==> config.mk <==
export PLATFORM = sky130hd
export DESIGN_NAME = fifo8_sched_flat
export DESIGN_NICKNAME = d
export VERILOG_FILES = /design/src/rtl/fifo8_sched_pkg.sv /design/src/rtl/fifo8_sched_if.sv /design/src/rtl/rr_pick.sv /design/src/rtl/fifo8_sched.sv /design/src/flat_wrapper.sv
export SDC_FILE = /design/constraint.sdc
export NUM_CORES = 1
export LEC_CHECK = 0
export CAP_MARGIN = 20
export CORE_AREA = 4 4 79 81
export CTS_CLUSTER_DIAMETER = 80
export DETAILED_ROUTE_END_ITERATION = 10
export DIE_AREA = 0 0 83 85
export GPL_TIMING_DRIVEN = 1
export PLACE_DENSITY = 0.77
export REMOVE_ABC_BUFFERS = 1
export SYNTH_ARGS = -nofsm -noshare
export SYNTH_HDL_FRONTEND = slang
export SYNTH_SLANG_ARGS = --single-unit
==> constraint.sdc <==
create_clock -name CLK -period 3.3 [get_ports CLK]
set_clock_uncertainty 0.1 [all_clocks]
set_input_delay 0.495 -clock CLK [delete_from_list [all_inputs] [get_ports CLK]]
set_output_delay 0.495 -clock CLK [all_outputs]
set_load 0.01 [all_outputs]
==> src/rtl/fifo8_sched_pkg.sv <==
// Shared constants and read-FSM encoding for the byte FIFO scheduler.
package fifo8_sched_pkg;

  localparam int unsigned BYTE_W = 8;
  localparam int unsigned LVL_W  = 9;

  typedef enum logic [1:0] {
    ST_IDLE  = 2'd0,
    ST_FETCH = 2'd1,
    ST_HOLD  = 2'd2
  } rd_state_e;

endpackage

==> src/rtl/fifo8_sched_if.sv <==
// Bundle of producer, FIFO and consumer signals around the scheduler.
interface fifo8_sched_if #(
  parameter int unsigned NREQ = 4,
  parameter int unsigned IDW  = 2
) ();
  import fifo8_sched_pkg::*;

  logic [NREQ-1:0]        req_valid;
  logic [BYTE_W*NREQ-1:0] req_data;
  logic [NREQ-1:0]        req_ready;
  logic [IDW-1:0]         grant_id;
  logic [BYTE_W-1:0]      fifo_wdata;
  logic                   fifo_write;
  logic                   fifo_full;
  logic                   fifo_read;
  logic [BYTE_W-1:0]      fifo_rdata;
  logic                   fifo_empty;
  logic                   out_valid;
  logic [BYTE_W-1:0]      out_data;
  logic                   out_ready;
  logic [LVL_W-1:0]       level;

  // The scheduler block itself
  modport master (
    input  req_valid, req_data, fifo_full, fifo_rdata, fifo_empty, out_ready,
    output req_ready, grant_id, fifo_wdata, fifo_write, fifo_read, out_valid, out_data, level
  );

  // Producers, FIFO and consumer around it
  modport slave (
    output req_valid, req_data, fifo_full, fifo_rdata, fifo_empty, out_ready,
    input  req_ready, grant_id, fifo_wdata, fifo_write, fifo_read, out_valid, out_data, level
  );

endinterface

==> src/rtl/rr_pick.sv <==
// Combinational round-robin selector: first request above ptr, wrapping at NREQ.
module rr_pick #(
  parameter int unsigned NREQ = 4,
  parameter int unsigned IDW  = 2
) (
  input  logic [NREQ-1:0] req,
  input  logic [IDW-1:0]  ptr,
  output logic [NREQ-1:0] gnt,
  output logic [IDW-1:0]  gnt_id,
  output logic            any
);

  logic [IDW-1:0] idx;

  // Scan ptr+1 .. ptr+NREQ; the last slot scanned is ptr itself
  always_comb begin
    gnt    = '0;
    gnt_id = '0;
    any    = 1'b0;
    idx    = '0;
    for (int unsigned k = 1; k <= NREQ; k++) begin
      idx = IDW'((32'(ptr) + k) % NREQ);
      if (!any && req[idx]) begin
        any      = 1'b1;
        gnt[idx] = 1'b1;
        gnt_id   = idx;
      end
    end
  end

endmodule

==> src/rtl/fifo8_sched.sv <==
// Write-side arbiter and read-side sequencer for the shared 256-entry byte FIFO.
module fifo8_sched
  import fifo8_sched_pkg::*;
#(
  parameter int unsigned NREQ = 4,
  parameter int unsigned IDW  = 2
) (
  input logic          CLK,
  input logic          RST_N,
  fifo8_sched_if.master bus
);

  logic [IDW-1:0]    ptr_q;
  logic [IDW-1:0]    grant_id_q;
  logic [NREQ-1:0]   gnt;
  logic [IDW-1:0]    gnt_id;
  logic              any;
  logic              grant;
  logic              rd;
  logic [BYTE_W-1:0] wdata;
  rd_state_e         state_q;
  logic              out_valid_q;
  logic [BYTE_W-1:0] out_data_q;
  logic [LVL_W-1:0]  level_q;

  rr_pick #(
    .NREQ (NREQ),
    .IDW  (IDW)
  ) u_rr_pick (
    .req    (bus.req_valid),
    .ptr    (ptr_q),
    .gnt    (gnt),
    .gnt_id (gnt_id),
    .any    (any)
  );

  // Strobes are gated by RST_N so they drop the instant reset asserts
  assign grant = RST_N & any & ~bus.fifo_full;
  assign rd    = RST_N & ~bus.fifo_empty &
                 ((state_q == ST_IDLE) | ((state_q == ST_HOLD) & bus.out_ready));

  // Route the winning producer's byte to the FIFO write port
  always_comb begin
    wdata = '0;
    for (int i = 0; i < NREQ; i++) begin
      if (gnt[i]) wdata = bus.req_data[i*BYTE_W +: BYTE_W];
    end
  end

  assign bus.req_ready  = grant ? gnt : '0;
  assign bus.fifo_write = grant;
  assign bus.fifo_wdata = wdata;
  assign bus.fifo_read  = rd;
  assign bus.grant_id   = grant_id_q;
  assign bus.out_valid  = out_valid_q;
  assign bus.out_data   = out_data_q;
  assign bus.level      = level_q;

  // Round-robin pointer; reset to NREQ-1 so producer 0 is searched first
  always_ff @(posedge CLK or negedge RST_N) begin
    if (!RST_N) begin
      ptr_q      <= IDW'(NREQ - 1);
      grant_id_q <= '0;
    end else if (grant) begin
      ptr_q      <= gnt_id;
      grant_id_q <= gnt_id;
    end
  end

  // Read FSM: pop, absorb the FIFO's one-cycle read latency, hold until accepted
  always_ff @(posedge CLK or negedge RST_N) begin
    if (!RST_N) begin
      state_q     <= ST_IDLE;
      out_valid_q <= 1'b0;
      out_data_q  <= '0;
    end else begin
      case (state_q)
        ST_IDLE: begin
          if (rd) state_q <= ST_FETCH;
        end
        ST_FETCH: begin
          out_data_q  <= bus.fifo_rdata;
          out_valid_q <= 1'b1;
          state_q     <= ST_HOLD;
        end
        ST_HOLD: begin
          if (bus.out_ready) begin
            out_valid_q <= 1'b0;
            state_q     <= rd ? ST_FETCH : ST_IDLE;
          end
        end
        default: state_q <= ST_IDLE;
      endcase
    end
  end

  // Occupancy as seen by this block; deliberately wraps rather than saturates
  always_ff @(posedge CLK or negedge RST_N) begin
    if (!RST_N) begin
      level_q <= '0;
    end else begin
      unique case ({grant, rd})
        2'b10:   level_q <= level_q + LVL_W'(1);
        2'b01:   level_q <= level_q - LVL_W'(1);
        default: level_q <= level_q;
      endcase
    end
  end

endmodule

==> src/flat_wrapper.sv <==
// flat-port wrapper written by rule: the top's interface ports become plain ports
module fifo8_sched_flat import fifo8_sched_pkg::*;
#(
  parameter int unsigned NREQ = 4,
  parameter int unsigned IDW  = 2
)
  (CLK, RST_N, bus_req_valid, bus_req_data, bus_fifo_full, bus_fifo_rdata, bus_fifo_empty, bus_out_ready, bus_req_ready, bus_grant_id, bus_fifo_wdata, bus_fifo_write, bus_fifo_read, bus_out_valid, bus_out_data, bus_level);
  fifo8_sched_if #(.NREQ(NREQ), .IDW(IDW)) bus_i ();
  input logic CLK;
  input logic RST_N;
  input wire logic [$bits(bus_i.req_valid)-1:0] bus_req_valid;
  input wire logic [$bits(bus_i.req_data)-1:0] bus_req_data;
  input wire logic [$bits(bus_i.fifo_full)-1:0] bus_fifo_full;
  input wire logic [$bits(bus_i.fifo_rdata)-1:0] bus_fifo_rdata;
  input wire logic [$bits(bus_i.fifo_empty)-1:0] bus_fifo_empty;
  input wire logic [$bits(bus_i.out_ready)-1:0] bus_out_ready;
  output wire logic [$bits(bus_i.req_ready)-1:0] bus_req_ready;
  output wire logic [$bits(bus_i.grant_id)-1:0] bus_grant_id;
  output wire logic [$bits(bus_i.fifo_wdata)-1:0] bus_fifo_wdata;
  output wire logic [$bits(bus_i.fifo_write)-1:0] bus_fifo_write;
  output wire logic [$bits(bus_i.fifo_read)-1:0] bus_fifo_read;
  output wire logic [$bits(bus_i.out_valid)-1:0] bus_out_valid;
  output wire logic [$bits(bus_i.out_data)-1:0] bus_out_data;
  output wire logic [$bits(bus_i.level)-1:0] bus_level;
  assign bus_i.req_valid = bus_req_valid;
  assign bus_i.req_data = bus_req_data;
  assign bus_i.fifo_full = bus_fifo_full;
  assign bus_i.fifo_rdata = bus_fifo_rdata;
  assign bus_i.fifo_empty = bus_fifo_empty;
  assign bus_i.out_ready = bus_out_ready;
  assign bus_req_ready = bus_i.req_ready;
  assign bus_grant_id = bus_i.grant_id;
  assign bus_fifo_wdata = bus_i.fifo_wdata;
  assign bus_fifo_write = bus_i.fifo_write;
  assign bus_fifo_read = bus_i.fifo_read;
  assign bus_out_valid = bus_i.out_valid;
  assign bus_out_data = bus_i.out_data;
  assign bus_level = bus_i.level;
  fifo8_sched #(.NREQ(NREQ), .IDW(IDW)) u_core (.CLK(CLK), .RST_N(RST_N), .bus(bus_i));
endmodule
==> impl_metrics.ini <==
[timing]
rsz0062_at_grt = true
finalHoldViolCount = 0
min_period_over_period = 1.05
fin_ws_ns = -0.160
post-route-min-period_ns = 3.46
drv_slew = 0
setup_viol = 8
worst_pin_slew_ns = 0.714
maxSlewHeadroom = 0.522
clock.fmax_ghz = 0.289

[worst_setup_path]
crit_path_start_kind = flop
reg2reg_depth = 10
reg2reg_to = u_core.bus.level[8]
cp_cell_sequence = mux4_2 -> buf_4 -> nand3b_1 -> o41ai_2 -> a221o_1 -> nor2b_1 -> buf_4 -> a222oi_1 -> buf_2
critPathCaptureType = output pin
crit_required_ns = 2.70
critical-path-slowest-cell = dfstp_2
timing.rr.start = u_core.state_q[1]
max_stage_delay_ns = 0.61
crit_family = compound AO/OA/AOI/OAI gates
path_class = flop to output pin
critPathBufInv = 3
critical_path_arrival_ns = 2.86
crit_top_cell = buf_4
path_max_fanout = 8
reg2reg_slack_ns = 0.48

[floorplanning]
die_w_um = 83
core.rowCount = 27
coreArea_um2 = 5470
start_util = 0.408
die_h_um = 85
design.die.area_um2 = 7060
boundaryPins = 83

[outcome]
status = finished, violations left
violations = setup timing

[global_routing]
overflow = 0
grt_usage = 0.200
grt_max_degree = 19
grt_pass1_wl_mm = 11.9
antenna_found_initial = 0
first_global_vias = 2546

[power_and_ir_drop]
power.density_nw_per_um2 = 902
intPower_mw = 1.91
combPwrFrac = 0.782
p_total_mw = 3.30
netSwitchingFraction = 0.421
p_sw_mw = 1.39
power.share.sequential = 0.158
ir_drop_mv = 0.524
clockPowerShare = 0.060
p_leak_nw = 1.70

[clocking]
cts_max_path_buffers = 2
cts_hold_buf = 0
cts.reportedPaths.clkPinSlew_ns = 0.08
clock_latency_ns = 0.27
cts_buffers = 3
cts_tree = built
cts_sinks = 24
htree_levels = 1
ctsRootBufferMaster = clkbuf_8

[finish]
antenna_cells = 0
drive_gt1_frac = 0.305
nNetsFinal = 451
fin_area_um2 = 3660
area_growth_pct = 63.8
finalNonFillerCells = 456

[routing]
drc = 0
antenna_left = 0
first_pass_iters = 4
drt_iter0_markers = 122
num_vias = 2468
routed_wl_mm = 7.23
routedWlPerCell_um = 15.8
routed_via_density = 5.41

[synth]
synth_edf_count = 0
yosysSeqAreaShare = 0.270
synthMostInstantiatedCell = inv_1
synth_flop_cell = dfrtp_1
syn_area_um2 = 2230
ys_seq_elements = 24
syn_area_per_cell_um2 = 9.04
yosysTopAreaCellShare = 0.247
syn_inst = 247
yosysTopAreaCell = dfrtp_1
synth_cell_type_count = 56
async_flop_share = 1.00
synthTopCellsByArea = dfrtp_1, ha_1, mux2_2
yosysWarnings = 0
synthTopCellsByCount = inv_1, dfrtp_1, ha_1

[place]
post-dp-hpwl_mm = 5.48
placed_cells = 446
gp_congestion = 0.896
placed_area_um2 = 3490
portBuffers = 82

[min_path]
hold_class = input port to async pin

[run]
drv_cap = 0
## power by group through the flow
stage	sequential [mW]	combinational, mW	clock, mW
final	0.520	2.58	0.199
after global routing	0.542	2.80	0.218
after CTS	0.519	2.49	0.207
after detailed placement	0.520	2.51	0
after global placement	0.518	2.47	0
after floorplan	0.588	1.14	0
## flip-flops by register name, indices dropped and copies added (netlist names)
register / flops
u_core.bus.level: 9
u_core.bus.out_data: 8
u_core.bus.grant_id: 2
u_core.ptr_q: 2
u_core.state_q: 2
u_core.bus.out_valid: 1
## metrics by stage
| step | util | TNS, ns | setup WS, ns | hold WS, ns |
|---|---|---|---|---|
| after floorplan | - | -0.556 | -0.0694 | 0.0994 |
| after global placement | 0.637 | -6.34 | -0.630 | 0.371 |
| after detailed placement | 0.637 | -7.12 | -0.694 | 0.378 |
| after CTS | 0.657 | -0.491 | -0.0901 | 0.396 |
| after global routing | 0.668 | -1.81 | -0.241 | 0.218 |
| final | 0.668 | -1.05 | -0.160 | 0.182 |
## metal layers
metal | vias to the layer above | part of all wire | GRT usage
li1 | 1204 | - | -
met1 | 1157 | 0.44 | 0.245
met2 | 92 | 0.49 | 0.359
met3 | 15 | 0.052 | 0.0311
met4 | 0 | 0.020 | 0.0639
met5 | - | 0 | 0
## area by class of cell
cell class	count	area (µm²)
clock buffers	4	55.1
flip-flops and latches	24	603
inverters	30	113
fillers	441	1820
well taps	72	90.1
repair buffers	147	1280
multi-input cells	179	1520
## cell usage in the layout, fill, tap and decap left out, drive strengths merged, types with 3 or more instances in the layout
cell type,instances
nand3b,4
nand2,10
nor3b,5
a222oi,8
clkdlybuf4s50,65
nor2,8
a21o,7
a21oi,11
nor2b,4
dlygate4sd2,4
ha,16
dfrtp,22
xnor2,5
inv,30
buf,73
clkbuf,7
and3,4
a211oi,9
mux2,11
o21ai,8
and2,4
o211ai,12
nor4b,3
nand3,4
nor3,3
a211o,3
mux2i,4
## cell families (layout without fill, tap and decap cells)
family / count (synthesis) / in the layout / synth area share
AO/OA/AOI/OAI: 78 / 78 / 0.260
XOR/XNOR: 6 / 6 / 0.0235
adder cells (fa/ha/maj): 17 / 17 / 0.0987
buffers and inverters: 45 / 181 / 0.0975
flip-flops: 24 / 24 / 0.270
multiplexers: 17 / 17 / 0.0936
AND/OR/NAND/NOR: 60 / 61 / 0.156
## repair_timing
action | 4_1_cts | 5_1_grt
endpoints found under the setup margin | 13 | 14
cloned | 1 | 1
pin swaps | 5 | 10
resized for setup | 60 | 19
hold endpoints to repair | 0 | 0
setup buffers | 3 | 1
## how the worst max path moves through the flow
stage / startpoint / endpoint / slack (ns) / cells past startpoint
3_5_place_dp: bus_req_valid[3] / bus_fifo_wdata[2] / -0.69 / 8
4_1_cts: u_core.ptr_q[0] / bus_fifo_wdata[2] / -0.09 / 7
3_3_place_gp: bus_req_valid[2] / bus_fifo_wdata[3] / -0.63 / 8
2_1_floorplan: u_core.ptr_q[0] / bus_fifo_wdata[0] / -0.07 / 8
6_report: u_core.ptr_q[0] / bus_fifo_wdata[5] / -0.16 / 9
5_1_grt: u_core.ptr_q[0] / bus_fifo_wdata[4] / -0.24 / 9
(Power assumes the default switching activity.)
